`config.mk`:
```
export PLATFORM = sky130hd
export DESIGN_NAME = serial_add_sequencer
export DESIGN_NICKNAME = d
export VERILOG_FILES = /design/src/rtl/serial_add_sequencer.sv
export SDC_FILE = /design/constraint.sdc
export NUM_CORES = 1
export LEC_CHECK = 0
export BUFFER_PORTS_ARGS = -buffer_cell sky130_fd_sc_hd__buf_2
export CAP_MARGIN = 20
export CELL_PAD_IN_SITES_DETAIL_PLACEMENT = 1
export CELL_PAD_IN_SITES_GLOBAL_PLACEMENT = 1
export CORE_ASPECT_RATIO = 0.7
export CORE_MARGIN = 4
export CORE_UTILIZATION = 44
export DETAILED_ROUTE_END_ITERATION = 16
export PLACE_DENSITY = 0.9
export SYNTH_ARGS = -nofsm -noshare
export SYNTH_HDL_FRONTEND = slang
export SYNTH_HIERARCHICAL = 1
export SYNTH_SLANG_ARGS = --single-unit
```
`constraint.sdc`:
```
create_clock -name clk -period 4.5 [get_ports clk]
set_input_delay 0.45 -clock clk [delete_from_list [all_inputs] [get_ports clk]]
set_output_delay 0.45 -clock clk [all_outputs]
set_load 0.03 [all_outputs]
```
`src/rtl/serial_add_sequencer.sv`:
```
// Bit-serial add/subtract engine: one shared full-adder cell (two half adders
// plus an OR gate) is stepped LSB first, with operands and results moved
// through valid/ready handshakes on both sides.

module half_adder (
  input  logic a,
  input  logic b,
  output logic sum,
  output logic carry
);

  // Single-bit sum and carry
  assign sum   = a ^ b;
  assign carry = a & b;

endmodule

module serial_add_sequencer #(
  parameter int unsigned WIDTH = 8
) (
  input  logic             clk,
  input  logic             rst_n,
  input  logic             in_valid,
  output logic             in_ready,
  input  logic [WIDTH-1:0] in_a,
  input  logic [WIDTH-1:0] in_b,
  input  logic             in_sub,
  input  logic             abort,
  output logic             busy,
  output logic             out_valid,
  input  logic             out_ready,
  output logic [WIDTH-1:0] out_result,
  output logic             out_carry,
  output logic             out_overflow
);

  localparam int unsigned CNT_W = (WIDTH > 1) ? $clog2(WIDTH) : 1;
  localparam logic [CNT_W-1:0] LAST_BIT = CNT_W'(WIDTH - 1);

  typedef enum logic [1:0] {
    IDLE = 2'd0,
    BUSY = 2'd1,
    DONE = 2'd2
  } state_t;

  state_t state_q;
  state_t state_d;

  // The A register doubles as the sum shift register: sum bits enter at the
  // MSB while operand bits leave at the LSB.
  logic [WIDTH-1:0] a_q;
  logic [WIDTH-1:0] b_q;
  logic             carry_q;
  logic [CNT_W-1:0] cnt_q;

  logic accept_c;
  logic step_c;
  logic finish_c;

  logic ha0_sum;
  logic ha0_carry;
  logic ha1_sum;
  logic ha1_carry;
  logic carry_next;

  // Shared full-adder cell operating on the current LSBs
  half_adder u_ha0 (
    .a     (a_q[0]),
    .b     (b_q[0]),
    .sum   (ha0_sum),
    .carry (ha0_carry)
  );

  half_adder u_ha1 (
    .a     (ha0_sum),
    .b     (carry_q),
    .sum   (ha1_sum),
    .carry (ha1_carry)
  );

  assign carry_next = ha0_carry | ha1_carry;

  // State register
  always_ff @(posedge clk or negedge rst_n) begin
    if (!rst_n) begin
      state_q <= IDLE;
    end else begin
      state_q <= state_d;
    end
  end

  // Next-state and datapath control; abort wins over the final bit
  always_comb begin
    state_d  = state_q;
    accept_c = 1'b0;
    step_c   = 1'b0;
    finish_c = 1'b0;
    case (state_q)
      IDLE: begin
        if (in_valid) begin
          accept_c = 1'b1;
          state_d  = BUSY;
        end
      end
      BUSY: begin
        if (abort) begin
          state_d = IDLE;
        end else begin
          step_c = 1'b1;
          if (cnt_q == LAST_BIT) begin
            finish_c = 1'b1;
            state_d  = DONE;
          end
        end
      end
      DONE: begin
        if (out_ready) begin
          state_d = IDLE;
        end
      end
      default: begin
        state_d = IDLE;
      end
    endcase
  end

  // Registered handshake/status outputs decoded from the next state
  always_ff @(posedge clk or negedge rst_n) begin
    if (!rst_n) begin
      in_ready  <= 1'b1;
      busy      <= 1'b0;
      out_valid <= 1'b0;
    end else begin
      in_ready  <= (state_d == IDLE);
      busy      <= (state_d == BUSY);
      out_valid <= (state_d == DONE);
    end
  end

  // Operand shift registers, carry and bit counter
  always_ff @(posedge clk or negedge rst_n) begin
    if (!rst_n) begin
      a_q     <= '0;
      b_q     <= '0;
      carry_q <= 1'b0;
      cnt_q   <= '0;
    end else if (accept_c) begin
      a_q     <= in_a;
      b_q     <= in_sub ? ~in_b : in_b;
      carry_q <= in_sub;
      cnt_q   <= '0;
    end else if (step_c) begin
      a_q     <= {ha1_sum, a_q[WIDTH-1:1]};
      b_q     <= b_q >> 1;
      carry_q <= carry_next;
      cnt_q   <= finish_c ? '0 : cnt_q + CNT_W'(1);
    end
  end

  // Result capture on the final bit; held until the next completion
  always_ff @(posedge clk or negedge rst_n) begin
    if (!rst_n) begin
      out_result   <= '0;
      out_carry    <= 1'b0;
      out_overflow <= 1'b0;
    end else if (finish_c) begin
      out_result   <= {ha1_sum, a_q[WIDTH-1:1]};
      out_carry    <= carry_next;
      out_overflow <= carry_q ^ carry_next;
    end
  end

endmodule

```
* Word-level counts from Yosys, hierarchy flattened *
Cells that the tools add are included.

operators by class
  reductions and logical operators = 3
  shifts and indexed selects = 0
  mux-type cells = 22
  $add $sub $neg = 1
  div/mod/pow operators = 0
  bitwise operators = 7
  order comparisons = 0
  multiply operators = 0
  eq/ne operators = 5

operators by type and width
  operator               count
  $mux W8                5
  $mux W1                9
  $mux W3                3
  $mux W2                4
  $not A8 Y8             1
  $pmux W2 S3            1
  $eq A2 B1 Y1 const B   2
  $eq A2 B2 Y1 const B   2
  $logic_not A2 Y1       2
  $add A3 B1 Y3 const B  1
  $eq A3 B3 Y1 const B   1
  $xor A1 B1 Y1          3
  $and A1 B1 Y1          2
  $reduce_bool A2 Y1     1
  $or A1 B1 Y1           1

word-level totals
  flip-flop bits (word level) = 35
  memories = 0
  bits in latches = 0
  ROM bits = 0
  RAM bits = 0
  logic and storage cells = 49
  output and inout bits = 13
  input port bits = 22

* Logic depth before layout (Yosys ltp) *
  depth in word-level cells = 7
  mapped depth = 7

* By module *
Netlist, hierarchy kept.

modules (own cells, without submodules)
  module                seq. area each (um^2)  cells each  area an instance (um^2)  instances
  serial_add_sequencer  877.1                  150         1611.5                   1
  half_adder            0.0                    1           12.5                     2

* Worst setup path after synthesis *
No wires, ideal clock.

  path type = flip-flop to flip-flop
  start point = register cnt_q[0]
  end point = register out_result[4]
  clock period less this slack = 1784 ps
  setup time = 125 ps
  path buffers = 2
  path slack = 2716 ps
  data arrival time = 1660 ps
  data required time = 4375 ps
  stages on the path, launching flop included = 7
  cell sequence = dfrtp_1 > ha_1 > ha_1 > nand4bb_1 > clkbuf_1 > buf_4 > mux2_2

between the ends
  longest elaborated chain between the ends = 4

ends and longest elaborated chain
  element                   RTL line  source
  start: declaration        54        logic [CNT_W-1:0] cnt_q;
  start signal: assignment  156       cnt_q <= finish_c ? '0 : cnt_q + CNT_W'(1);
  $eq A3 B3 Y1              110       if (cnt_q == LAST_BIT) begin
  $mux W1                   110
  $mux W1                   106       if (abort) begin
  $mux W1                   98        case (state_q)
  end signal: assignment    167       out_result <= {ha1_sum, a_q[WIDTH-1:1]};
  end: declaration          32        output logic [WIDTH-1:0] out_result,

No other way between the ends.
A chain may end at the register's enable or synchronous reset.

* Final worst setup path *
  start point = register cnt_q[0]
  end point = register out_result[2]

Same word-level chain as after synthesis.

==> results.md <==
- Synth Area in Adders: 3.06%
- CP max FO: 14
- DR iter-0 viols: 44
- Clk root buf: clkbuf_8
- WL met1: ~1700 um
- Seq pwr share: between 50 and 60%
- Area grow syn2layout: 15.5%
- Largest net degree at the start of global routing: 36
- TritonCTS Buffers: 5
- Final setup TNS: 0 ps
- # port buffers: 34
- Part of the power in combinational logic: 21.6%
- Crit path kind: reg -> reg
- Setup WS pre-CTS: 2450 ps
- Total gr overflow: 0
- TritonCTS clock tree: yes
- Setup Skew: 6.38 ps
- Period utilization: 46.8%
- Net count after synthesis: 178
- Net Sw Frac: 30.8%
- Worst slew pin tran: 872 ps
- Met3 wire length: 187 um
- Hold_buf cts: 0
- Worst rel slew slack: 41.9%
- Core area: 3560 sq um
- First-pass GRT wire length: 6250 um
- Mean Syn Cell Area: roughly 11 sq um
- Final WL: approximately 3600 um
- Layout cells sized above 1: 29.0%
- Clock group share of total power: between 20% and 30%
- Detail Route met2 WL: 1700 um
- Hold slack: 245 ps
- Vias per cell: about 5.3
- Clk pin slew, worst setup/hold paths: approximately 60 ps
- Final #Nets: 208
- # DRC: 0
- Crit. End Element: flip-flop
- Ports: 35
- Internal power: 0.000554 W
- Height of the die: slightly below 60 um
- Leak: 0.943 nW
- RSZ-0062 raised after global routing: no
- Antenna diodes: 0
- Final ANT Viol Nets: 0
- Site row count: 18
- Synth Instances: 152
- DR top layer: met4
- Final Hold Vio Count: 0
- Worst-skew pair later-pin latency: 280 ps
- Max-cap violations: 0
- Final setup violation count: 0
- Post-synthesis xor/xnor area fraction: 4.82%
- Final worst slack: around 2400 ps
- Seq/Total Area, Yosys: 53.6%
- Clock buffer depth: 2
- Hold Path Class: in -> async
- Fillers: 427
- Fin. max-slew vios: 0
- Switching Power: 0.000247 W
- Synth cell types: 28
- Clk sink count: 35
- Die ar.: 4770 sq um
- Final RePlAce weighted congestion: 0.726
- Worst path required time: between 4000 and 5000 ps
- Dpl hpwl: 2600 um
- Post-synthesis simple-gate area fraction: 14.5%
- Largest family of logic cells by synthesized area: simple AND/OR/NAND/NOR gates
- Total number of vias: approximately 1200
- Synth Area in Compound Gates: around 14%
- Drt first pass iters: 4
- Postcts setup bufs: 0
- Level count of the clock H-tree: 2
- Crit start category: flip-flop
- Per-cell routed wire length: 15.6 um
- Yosys warns: 6
- Fmax: 475 MHz
- Data arrival, critical path: approximately 2300 ps
- Initial antenna violation count: 0
- Final total power: 0.000800 W
- Placed Cells incl. Taps: 225
- Status: complete, no violations
- Vias in the first global route: 1312
- Post-Syn Area: 1640 sq um
- Tot GR Track Use: 17.5%
- Synthesized flop and latch total: 35
- Initial Util: a little under half
- Non-Filler Instances: 233
- Pwr/cell area: between 400 and 500 nW/um^2
- Multiplexer share of the synthesized area: 5.50%
- Peak VDD IR: 0.196 mV
- Die width: 80.9 um
- Post-layout minimum cycle time: 2100 ps
- Post-CTS Resized: 0
==> cell usage in the layout (no fill, tap or decap), types with 2 or more instances in the layout <==
master	Yosys	final
or3b_1	2	2
nand3b_1	2	2
o21ai_1	3	3
mux2_2	8	8
o21ai_0	2	2
ha_1	4	4
a22oi_1	9	9
xnor2_1	7	7
dfrtp_1	34	34
clkbuf_1	4	3
clkbuf_8	0	5
buf_2	5	34
nand2_1	24	24
xor2_1	2	2
nand3_1	4	4
nor2_1	8	8
a21oi_1	21	21
==> sequential cells by signal (all words and copies together) (netlist names) <==
register	flops
a_q	8
b_q	8
out_result	8
cnt_q	3
state_q	2
busy	1
carry_q	1
in_ready	1
out_carry	1
out_overflow	1
out_valid	1
==> synth_stat cells (all sizes together) <==
library cell / count / area, sq um
o21ai: 5 / 25.0
nor3b: 2 / 31.3
dfrtp: 34 / 851
xnor2: 7 / 61.3
o31ai: 2 / 28.8
and3: 1 / 6.26
nand4bb: 1 / 11.3
a22oi: 9 / 67.6
clkbuf: 4 / 15.0
dfstp: 1 / 26.3
nand2: 24 / 90.1
a221o: 1 / 10.0
mux2: 8 / 90.1
or3b: 2 / 17.5
ha: 4 / 50.1
nor2: 8 / 30.0
nand3: 5 / 30.0
buf: 8 / 51.3
nand3b: 2 / 15.0
xor2: 2 / 17.5
a21oi: 21 / 105
nand2b: 1 / 6.26
==> layer usage <==
metal / GRT usage, % / vias to the layer above
li1: - / 584
met1: 23.0 / 625
met2: 28.2 / 30
met3: 4.41 / 7
met4: 6.51 / 0
met5: 0 / -
==> critical path: stages, from the launching register on <==
cell and delay, ps:
dfrtp_1 440, ha_1 190, ha_1 270, nand4bb_1 580
mux2_2 500
==> final cells by class <==
type	instances	area, sq um	area share (%)
Multi-Input combinational cell	105	693	36.7
Clock buffer	8	80.1	4.24
Sequential cell	35	877	46.4
Timing Repair Buffer	35	178	9.40
Tap cell	50	62.6	3.31
==> kinds of logic after synthesis <==
group	after synthesis
fa+ha+maj	4
compound gates	38
mux	8
buf+inv	12
flops	35
simple gates	46
xor+xnor	9
==> per-stage QoR <==
stage / utilization [%] / instance area (sq um)
global route: 53.1 / 1890
floorplan: - / 1640
finish: 53.1 / 1890
detailed placement: 50.9 / 1810
CTS: 53.1 / 1890
global placement: 50.9 / 1810
==> final timing paths <==
path                                    from       endpoint  slack [ps]  depth (start not counted)
worst max register to register      cnt_q[0]  out_result[2]        2400                          4
worst max-delay path                cnt_q[0]  out_result[2]        2400                          4
worst min register to register  out_overflow   out_overflow         500                          2
min in group clk                     in_a[1]         a_q[1]         400                          3
max in group asynchronous              rst_n  out_result[4]        3750                          1
worst min-delay path                   rst_n      out_carry         250                          1
==> power groups by stage <==
stage / registers [W] / logic, W / clock network (W)
after floorplan: 0.000415 / 0.000121 / 0
after global placement: 0.000413 / 0.000166 / 0
after detailed placement: 0.000418 / 0.000175 / 0
after CTS: 0.000412 / 0.000177 / 0.000221
after global routing: 0.000420 / 0.000199 / 0.000237
final: 0.000413 / 0.000173 / 0.000215
Power figures use the tool's default switching activity.
